## src/rtl/ex_mdu.sv

```systemverilog
// rtl/ex_mdu.sv - iterative RV32M multiply/divide execute unit
module ex_mdu #(
   parameter int XLEN    = 32,
   parameter int MUL_BPC = 2
) (
   input  logic            clk_i,
   input  logic            rst_ni,
   input  logic            valid_i,
   output logic            ready_o,
   input  logic [2:0]      op_i,
   input  logic [XLEN-1:0] rs1_i,
   input  logic [XLEN-1:0] rs2_i,
   input  logic [4:0]      rd_i,
   input  logic            flush_i,
   output logic            valid_o,
   input  logic            ready_i,
   output logic [XLEN-1:0] res_o,
   output logic [4:0]      rd_o,
   output logic            busy_o
);

   localparam int CW = $clog2(XLEN + 1);
   localparam logic [CW-1:0] MUL_LAST = CW'(XLEN / MUL_BPC - 1);
   localparam logic [CW-1:0] DIV_LAST = CW'(XLEN - 1);
   localparam logic [XLEN-1:0] INT_MIN = {1'b1, {(XLEN-1){1'b0}}};

   localparam logic [1:0] S_IDLE = 2'd0;
   localparam logic [1:0] S_MUL  = 2'd1;
   localparam logic [1:0] S_DIV  = 2'd2;
   localparam logic [1:0] S_DONE = 2'd3;

   logic [1:0]      state_q, state_d;
   logic [2:0]      op_q, op_d;
   logic [4:0]      rd_q, rd_d;
   logic [XLEN-1:0] res_q, res_d;
   logic [XLEN-1:0] opa_q, opa_d;   // multiplicand or divisor magnitude
   logic [XLEN-1:0] hi_q, hi_d;     // product high half or partial remainder
   logic [XLEN-1:0] lo_q, lo_d;     // remaining multiplier or dividend/quotient shifter
   logic            neg_q, neg_d;   // final result must be negated
   logic [CW-1:0]   cnt_q, cnt_d;

   // accept-time decode of operand signedness, magnitudes and special cases
   logic            accept;
   logic            sgn_a, sgn_b, neg_a, neg_b;
   logic [XLEN-1:0] mag_a, mag_b;
   logic            div_zero, div_ovf;

   assign accept   = valid_i & (state_q == S_IDLE) & ~flush_i;
   assign sgn_a    = op_i[2] ? ~op_i[0] : (op_i[1:0] != 2'b11);
   assign sgn_b    = op_i[2] ? ~op_i[0] : ~op_i[1];
   assign neg_a    = sgn_a & rs1_i[XLEN-1];
   assign neg_b    = sgn_b & rs2_i[XLEN-1];
   assign mag_a    = neg_a ? -rs1_i : rs1_i;
   assign mag_b    = neg_b ? -rs2_i : rs2_i;
   assign div_zero = (rs2_i == '0);
   assign div_ovf  = ~op_i[0] & (rs1_i == INT_MIN) & (&rs2_i);

   // multiply step: add digit * multiplicand into the high half, shift right by one digit
   logic [XLEN+MUL_BPC-1:0] mul_part, mul_sum;
   logic [2*XLEN-1:0]       prod_nx, prod_fix;

   assign mul_part = {{MUL_BPC{1'b0}}, opa_q} * {{XLEN{1'b0}}, lo_q[MUL_BPC-1:0]};
   assign mul_sum  = {{MUL_BPC{1'b0}}, hi_q} + mul_part;
   assign prod_nx  = {mul_sum, lo_q[XLEN-1:MUL_BPC]};
   assign prod_fix = neg_q ? -prod_nx : prod_nx;

   // restoring divide step: shift in next dividend bit, subtract divisor if it fits
   logic [XLEN:0]   div_sh, div_diff;
   logic            div_ge;
   logic [XLEN-1:0] quo_nx, rem_nx;

   assign div_sh   = {hi_q, lo_q[XLEN-1]};
   assign div_diff = div_sh - {1'b0, opa_q};
   assign div_ge   = ~div_diff[XLEN];
   assign rem_nx   = div_ge ? div_diff[XLEN-1:0] : div_sh[XLEN-1:0];
   assign quo_nx   = {lo_q[XLEN-2:0], div_ge};

   // next-state and datapath control; flush overrides every state
   always_comb begin
      state_d = state_q;
      op_d    = op_q;
      rd_d    = rd_q;
      res_d   = res_q;
      opa_d   = opa_q;
      hi_d    = hi_q;
      lo_d    = lo_q;
      neg_d   = neg_q;
      cnt_d   = cnt_q;
      case (state_q)
         S_IDLE: begin
            if (accept) begin
               op_d  = op_i;
               rd_d  = rd_i;
               cnt_d = '0;
               hi_d  = '0;
               if (!op_i[2]) begin
                  state_d = S_MUL;
                  opa_d   = mag_a;
                  lo_d    = mag_b;
                  neg_d   = neg_a ^ neg_b;
               end else if (div_zero) begin
                  state_d = S_DONE;
                  res_d   = op_i[1] ? rs1_i : '1;
               end else if (div_ovf) begin
                  state_d = S_DONE;
                  res_d   = op_i[1] ? '0 : rs1_i;
               end else begin
                  state_d = S_DIV;
                  opa_d   = mag_b;
                  lo_d    = mag_a;
                  neg_d   = op_i[1] ? neg_a : (neg_a ^ neg_b);
               end
            end
         end
         S_MUL: begin
            hi_d  = prod_nx[2*XLEN-1:XLEN];
            lo_d  = prod_nx[XLEN-1:0];
            cnt_d = cnt_q + 1'b1;
            if (cnt_q == MUL_LAST) begin
               state_d = S_DONE;
               res_d   = (op_q[1:0] == 2'b00) ? prod_fix[XLEN-1:0] : prod_fix[2*XLEN-1:XLEN];
            end
         end
         S_DIV: begin
            hi_d  = rem_nx;
            lo_d  = quo_nx;
            cnt_d = cnt_q + 1'b1;
            if (cnt_q == DIV_LAST) begin
               state_d = S_DONE;
               if (op_q[1]) res_d = neg_q ? -rem_nx : rem_nx;
               else         res_d = neg_q ? -quo_nx : quo_nx;
            end
         end
         S_DONE: begin
            if (ready_i) state_d = S_IDLE;
         end
         default: state_d = S_IDLE;
      endcase
      if (flush_i) state_d = S_IDLE;
   end

   // state registers with asynchronous reset
   always_ff @(posedge clk_i or negedge rst_ni) begin
      if (!rst_ni) begin
         state_q <= S_IDLE;
         op_q    <= '0;
         rd_q    <= '0;
         res_q   <= '0;
         opa_q   <= '0;
         hi_q    <= '0;
         lo_q    <= '0;
         neg_q   <= 1'b0;
         cnt_q   <= '0;
      end else begin
         state_q <= state_d;
         op_q    <= op_d;
         rd_q    <= rd_d;
         res_q   <= res_d;
         opa_q   <= opa_d;
         hi_q    <= hi_d;
         lo_q    <= lo_d;
         neg_q   <= neg_d;
         cnt_q   <= cnt_d;
      end
   end

   assign ready_o = (state_q == S_IDLE);
   assign valid_o = (state_q == S_DONE);
   assign busy_o  = (state_q != S_IDLE);
   assign res_o   = res_q;
   assign rd_o    = rd_q;

endmodule

```

## config.mk

```make
export PLATFORM = sky130hd
export DESIGN_NAME = ex_mdu
export DESIGN_NICKNAME = d
export VERILOG_FILES = /design/src/rtl/ex_mdu.sv
export SDC_FILE = /design/constraint.sdc
export NUM_CORES = 1
export LEC_CHECK = 0
export CAP_MARGIN = 20
export CORE_ASPECT_RATIO = 0.9
export CORE_UTILIZATION = 50
export DETAILED_ROUTE_END_ITERATION = 16
export GPL_TIMING_DRIVEN = 1
export PLACE_DENSITY = 0.76
export SLEW_MARGIN = 15
export SYNTH_ARGS = -nofsm -noshare
export SYNTH_HDL_FRONTEND = slang
export SYNTH_SLANG_ARGS = --single-unit
export TNS_END_PERCENT = 30
```

## constraint.sdc

```tcl
create_clock -name clk_i -period 6.7 [get_ports clk_i]
set_clock_uncertainty 0.2 [all_clocks]
set_input_delay 2.01 -clock clk_i [delete_from_list [all_inputs] [get_ports clk_i]]
set_output_delay 2.01 -clock clk_i [all_outputs]
set_load 0.1 [all_outputs]
```

Word level (Yosys, flattened, before mapping) --
Cells that the tools add are included.
Cells by class: $mul 1, multiplexer cells 44, bitwise operators 11, reduce and logical (&&, ||, !) cells 15, div/mod/pow operators 0, $add $sub $neg 8, equal/unequal tests 20, shifts and indexed selects 0, magnitude comparators 0
Operators by type and width (count):
- 32-bit 2-to-1 mux | 23
- 32-bit one-hot mux with 3 select lines | 3
- 32-bit negation | 4
- 64-bit 2-to-1 mux | 1
- 64-bit negation | 1
- 32-bit by 34-bit adder with 34-bit output | 1
- 32-bit by 2-bit multiplier with 34-bit output | 1
- 33-bit by 32-bit subtractor with 33-bit output | 1
- 32-bit == test, second input constant | 1
- 32-bit logical NOT | 1
- 32-bit AND reduction | 1
- 2-bit 2-to-1 mux | 6
- 3-bit inequality test, second input constant | 4
- 6-bit one-hot mux with 2 select lines | 1
- 4-bit AND reduction | 3
- 2-bit inequality test, second input constant | 5
- 1-bit 2-to-1 mux | 8
- 2-bit one-hot mux with 4 select lines | 1
- 6-bit by 1-bit adder with 6-bit output, second input constant | 1
- 1-bit AND | 6
- 6-bit by 4-bit == test with 1-bit output, second input constant | 1
- 6-bit by 5-bit == test with 1-bit output, second input constant | 1
- 6-bit 2-to-1 mux | 1
- 3-bit by 1-bit inequality test with 1-bit output, second input constant | 2
- 12 further kinds | 21
Storage, ports and cells: logic and storage cells 108, memories kept 0, register bits 144, output and inout bits 40, latch bits 0, bits of input ports 77, memory bits (read-only) 0, bits in writable memories 0

Depth between registers and ports, before layout --
Gate-level depths: netlist of the first run.
depth after elaboration 9, depth in mapped cells 27, depth with buffers taken out 25

Worst setup path before layout of the first run --
OpenSTA, ideal clock, no wires.
path kind flip-flop to flip-flop, start point register lo_q[31], end point register res_q[30] (netlist: res_o[30]), path buffers 3, cell stages (with the launch flop) 27, library setup time 0.078 ns, arrival 5.637 ns, slack 0.785 ns, cells stage by stage dfrtp_1 > clkbuf_1 > inv_1 > ha_1 > inv_1 > fa_1 > a21o_1 > a221o_1 > o211ai_2 > a211oi_2 > nor3_2 > nor2_4 > inv_2 > buf_2 > buf_2 > nor2_1 > a21oi_1 > ha_1 > inv_1 > or2_2 > or3_1 > a2111oi_0 > a31oi_1 > a2111oi_2 > o2111ai_1 > a211o_1 > a21oi_1
Between the ends: cells in the longest elaborated chain, start to end 7, elaborated cells on any way between the ends 14, those cells by class 4 x add/sub; 9 x mux; 1 x bitwise
Ends and longest elaborated chain:
- from (decl) | line 38 | logic [XLEN-1:0] lo_q, lo_d;
- from (signal assigned) | line 161 | lo_q <= lo_d;
- 33-bit by 32-bit subtractor with 33-bit output | line 73 | assign div_diff = div_sh - {1'b0, opa_q};
- 32-bit 2-to-1 mux or 1-bit inverter (tied branches) | line 75, 74
- 32-bit negation (on tied branches) | line 130, 131
- 32-bit 2-to-1 mux (on tied branches) | line 130, 131
- 32-bit 2-to-1 mux | line 130 | if (op_q[1]) res_d = neg_q ? -rem_nx : rem_nx;
- 32-bit 2-to-1 mux | line 128 | if (cnt_q == DIV_LAST) begin
- 32-bit one-hot mux with 3 select lines * | line 89 | case (state_q)
- to (signal assigned) | line 158 | res_q <= res_d;
- to (decl) | line 35 | logic [XLEN-1:0] res_q, res_d;
Mark *: on every way between the ends. The rest lies on a longest branch, timed or not. The select of a mux whose other input is x is not followed. A chain may end at the register's enable or synchronous reset.

Final worst setup path of the first run --
start point register lo_q[0], end point register res_q[21] (netlist: res_o[21])
Between the ends: cells in the longest elaborated chain, start to end 7, elaborated cells on any way between the ends 11, those cells by class 3 x add/sub; 1 x mul; 7 x mux
Ends and longest elaborated chain:
- 32-bit by 2-bit multiplier with 34-bit output | line 62 | assign mul_part = {{MUL_BPC{1'b0}}, opa_q} * {{XLEN{1'b0}}, lo_q[MUL_BPC-1:0]};
- 32-bit by 34-bit adder with 34-bit output | line 63 | assign mul_sum = {{MUL_BPC{1'b0}}, hi_q} + mul_part;
- 64-bit negation | line 65 | assign prod_fix = neg_q ? -prod_nx : prod_nx;
- 64-bit 2-to-1 mux | line 65
- 32-bit 2-to-1 mux | line 121 | res_d = (op_q[1:0] == 2'b00) ? prod_fix[XLEN-1:0] : prod_fix[2*XLEN-1:XLEN];
- 32-bit 2-to-1 mux | line 119 | if (cnt_q == MUL_LAST) begin
- 32-bit one-hot mux with 3 select lines * | line 89
Marked as above.

==> results of run 1 <==
-- worst max-delay path: stages, from the launching register on --
cell and delay (ns):
dfrtp_1 0.63, inv_1 0.35, nor2_1 0.22, fa_1 0.44
ha_1 0.25, fa_1 0.41, a21oi_1 0.43, o211ai_2 0.31
and2_1 0.22, o311ai_0 0.54, o2111a_1 0.40, and4_1 0.44
nand4_2 0.30, o21ai_0 0.25, nand3_1 0.10, nor3_1 0.61
o21ai_1 0.16
-- cells in the mapped netlist (29+ instances only) --
cell      number
maj3_1        32
nor3_1        57
dfrtp_1      144
nand2_1      301
o21ai_0      255
or3_1         36
nand4_1       38
a221o_1       35
ha_1          76
xnor2_1      106
nand3_1       42
o31ai_1       33
a31oi_1       34
inv_1        158
nor2_1       249
o211ai_1      29
a21oi_1      223
xor2_1        86
nor4_1        30
clkbuf_1     165
fa_1          33
-- registers in the layout, summed over array words and instances (netlist names) --
register / flops
cnt_q: 6
lo_q: 32
opa_q: 32
rd_o: 5
hi_q: 32
state_q: 2
res_o: 32
neg_q: 1
op_q: 2
-- per-layer routing --
layer,vias up,global-route usage (%),routed length (um)
met5,-,0,13
met4,2,17.6,3670
met3,237,7.94,9600
met2,1490,62.0,34400
met1,10200,54.9,32100
li1,9579,-,-
-- per-stage QoR --
stage,cell area (um^2),hold slack [ns]
global route,21000,0.331
detailed placement,20400,0.284
finish,21000,0.292
floorplan,19000,0.250
CTS,21000,0.297
global placement,20400,0.267
-- layout make-up --
cell class | count | area (um^2) | share of cell area (%)
Clock inverter | 10 | 114 | 0.542
Timing Repair Buffer | 171 | 1570 | 7.49
Inverter | 163 | 612 | 2.91
Clock buffer | 21 | 450 | 2.14
Sequential cell | 144 | 3600 | 17.2
Tap cell | 483 | 604 | 2.88
Multi-Input combinational cell | 2148 | 14000 | 66.9
-- worst paths after layout --
check | endpoint | slack (ns) | cells after the start
hold / removal | opa_q[4] | 0.29 | 2
setup reg to reg | res_o[21] | 0.28 | 16
setup / recovery | res_o[21] | 0.28 | 16
max in group asynchronous | opa_q[12] | 3.82 | 2
hold reg to reg | opa_q[4] | 0.29 | 2
min in group asynchronous | hi_q[28] | 1.44 | 1
-- logic make-up after synthesis --
group | Yosys count
flops | 144
fa+ha+maj | 141
buf+inv | 347
compound gates | 871
mux | 34
simple gates | 910
xor+xnor | 192
-- where the power goes --
part / internal (mW) / total (mW) / switching [mW] / leakage [nW]
combinational: 2.99 / 9.33 / 6.35 / 6.52
sequential: 1.22 / 1.86 / 0.635 / 1.79
clock: 0.556 / 0.990 / 0.434 / 0.277
total: 4.77 / 12.2 / 7.42 / 8.59
==> results.json, run 1 <==
{
  "status": "finished, final reports clean",
  "synth_top_area_share_pct": 19.0,
  "postLayoutCoreUtil_pct": 56.3,
  "die_area_mm2": 0.0387,
  "dieWidth_um": 207,
  "clockBufferDepth": 2,
  "dp_slack_ns": 0.376,
  "overflow": 0,
  "nNetsFinal": 2831,
  "synth_top_area_cell": "dfrtp_1",
  "finalSetupViolations": 0,
  "cts_resized": 0,
  "grt_pass1_vias": 20000,
  "port_buffers": 116,
  "synth_top_family_by_area": "compound AO/OA/AOI/OAI gates",
  "cts.clk_slew.worst_paths_ns": 0.07,
  "cts_tree": "built",
  "routed_wl_mm": 79.8,
  "grt_setup_unrepaired": "false",
  "cts_setup_buffers": 0,
  "clock-sinks": 144,
  "yosysSeqAreaShare_pct": 19.0,
  "die_h_um": 187,
  "synth-async-reset-ratio_pct": 100,
  "wl_per_cell_um": 25.4,
  "gp_congestion": 1.03,
  "syn-num-nets": 2825,
  "grt_pass1_wl_mm": 120,
  "h-tree-depth": 4,
  "ir_drop_v": 0.000312,
  "rr_startpoint": "lo_q[0]",
  "path_class": "register to register",
  "drt-pass1-iter-count": 9,
  "yosys_warnings": 0,
  "layout_common_cells": "301 x nand2_1, 255 x o21ai_0, 247 x nor2_1",
  "final_antenna_net_count": 0,
  "coreArea_mm2": 0.0373,
  "hpwl_mm": 62.5,
  "num_vias": 21500,
  "numCtsBuffers": 17,
  "cp-end-kind": "register",
  "track_usage_pct": 40.3,
  "syn_area_mm2": 0.0190,
  "drc": 0,
  "cp_max_fo": 10,
  "leakage_nw": 8.59,
  "first_iter_violations": 3116,
  "place_inst": 3108,
  "final_hold_viol_count": 0,
  "fin_tns_setup_ns": 0,
  "fill_cells": 3561,
  "crit_arrival_ns": 6.54,
  "cts-root-buf": "clkbuf_16",
  "synth_seq_cells": 144,
  "synth_compound_area_share_pct": 29.9,
  "required_ns": 6.82,
  "hold_start": "opa_q[4]",
  "relSlewSlack_pct": 33.4,
  "grt_antenna_before_repair": 5,
  "insertion_delay_ns": 0.46,
  "layout_commonest_cell": "nand2_1",
  "netlist_instances": 2639,
  "cts-hold-fix-buffers": 0,
  "fin_crit_sh_pct": 95.9,
  "syn-mean-instance-area_um2": 7.18,
  "syn_to_final_growth_pct": 10.8,
  "finalCriticalPeriod_ns": 6.42,
  "ios": 117,
  "synthMuxAreaShare_pct": 2.04,
  "synth_cell_types": 101,
  "start_util_pct": 50.8,
  "synth_edf_count": 0,
  "power_mw": 12.2,
  "rows": 67,
  "setup_ws_ns": 0.275,
  "synth-xor-area-share_pct": 8.87,
  "worst-slew-pin-transition_ns": 0.997,
  "grt_max_degree": 89,
  "max_freq_ghz": 0.156,
  "hold_path.class": "register to register",
  "cap_violations": 0,
  "final_cells": 3140,
  "synth-simple-area-share_pct": 23.0,
  "synthAdderAreaFrac_pct": 10.2,
  "diodes": 0,
  "startpoint_type": "register",
  "synth_flop_cell": "dfrtp_1",
  "via_per_inst": 6.84,
  "layout-drive-gt1-share_pct": 6.10,
  "synth_area_leaders": "dfrtp_1 19%, o21ai_0 6.7%, nand2_1 6.0%",
  "startpoint": "lo_q[0]",
  "power_density_mw_per_mm2": 580,
  "drv_slew": 0
}
No activity file was read; power rests on OpenSTA's default activity.
==> inputs of run 2 (changes only) <==
--- a/config.mk
+++ b/config.mk
@@ -8,6 +8,7 @@
 export CAP_MARGIN = 20
 export CORE_ASPECT_RATIO = 0.9
 export CORE_UTILIZATION = 50
+export CTS_CLUSTER_DIAMETER = 60
 export DETAILED_ROUTE_END_ITERATION = 16
 export GPL_TIMING_DRIVEN = 1
 export PLACE_DENSITY = 0.76
==> results of run 2 <==
No change in the layout: final DEF, timing and power equal those of run 1.
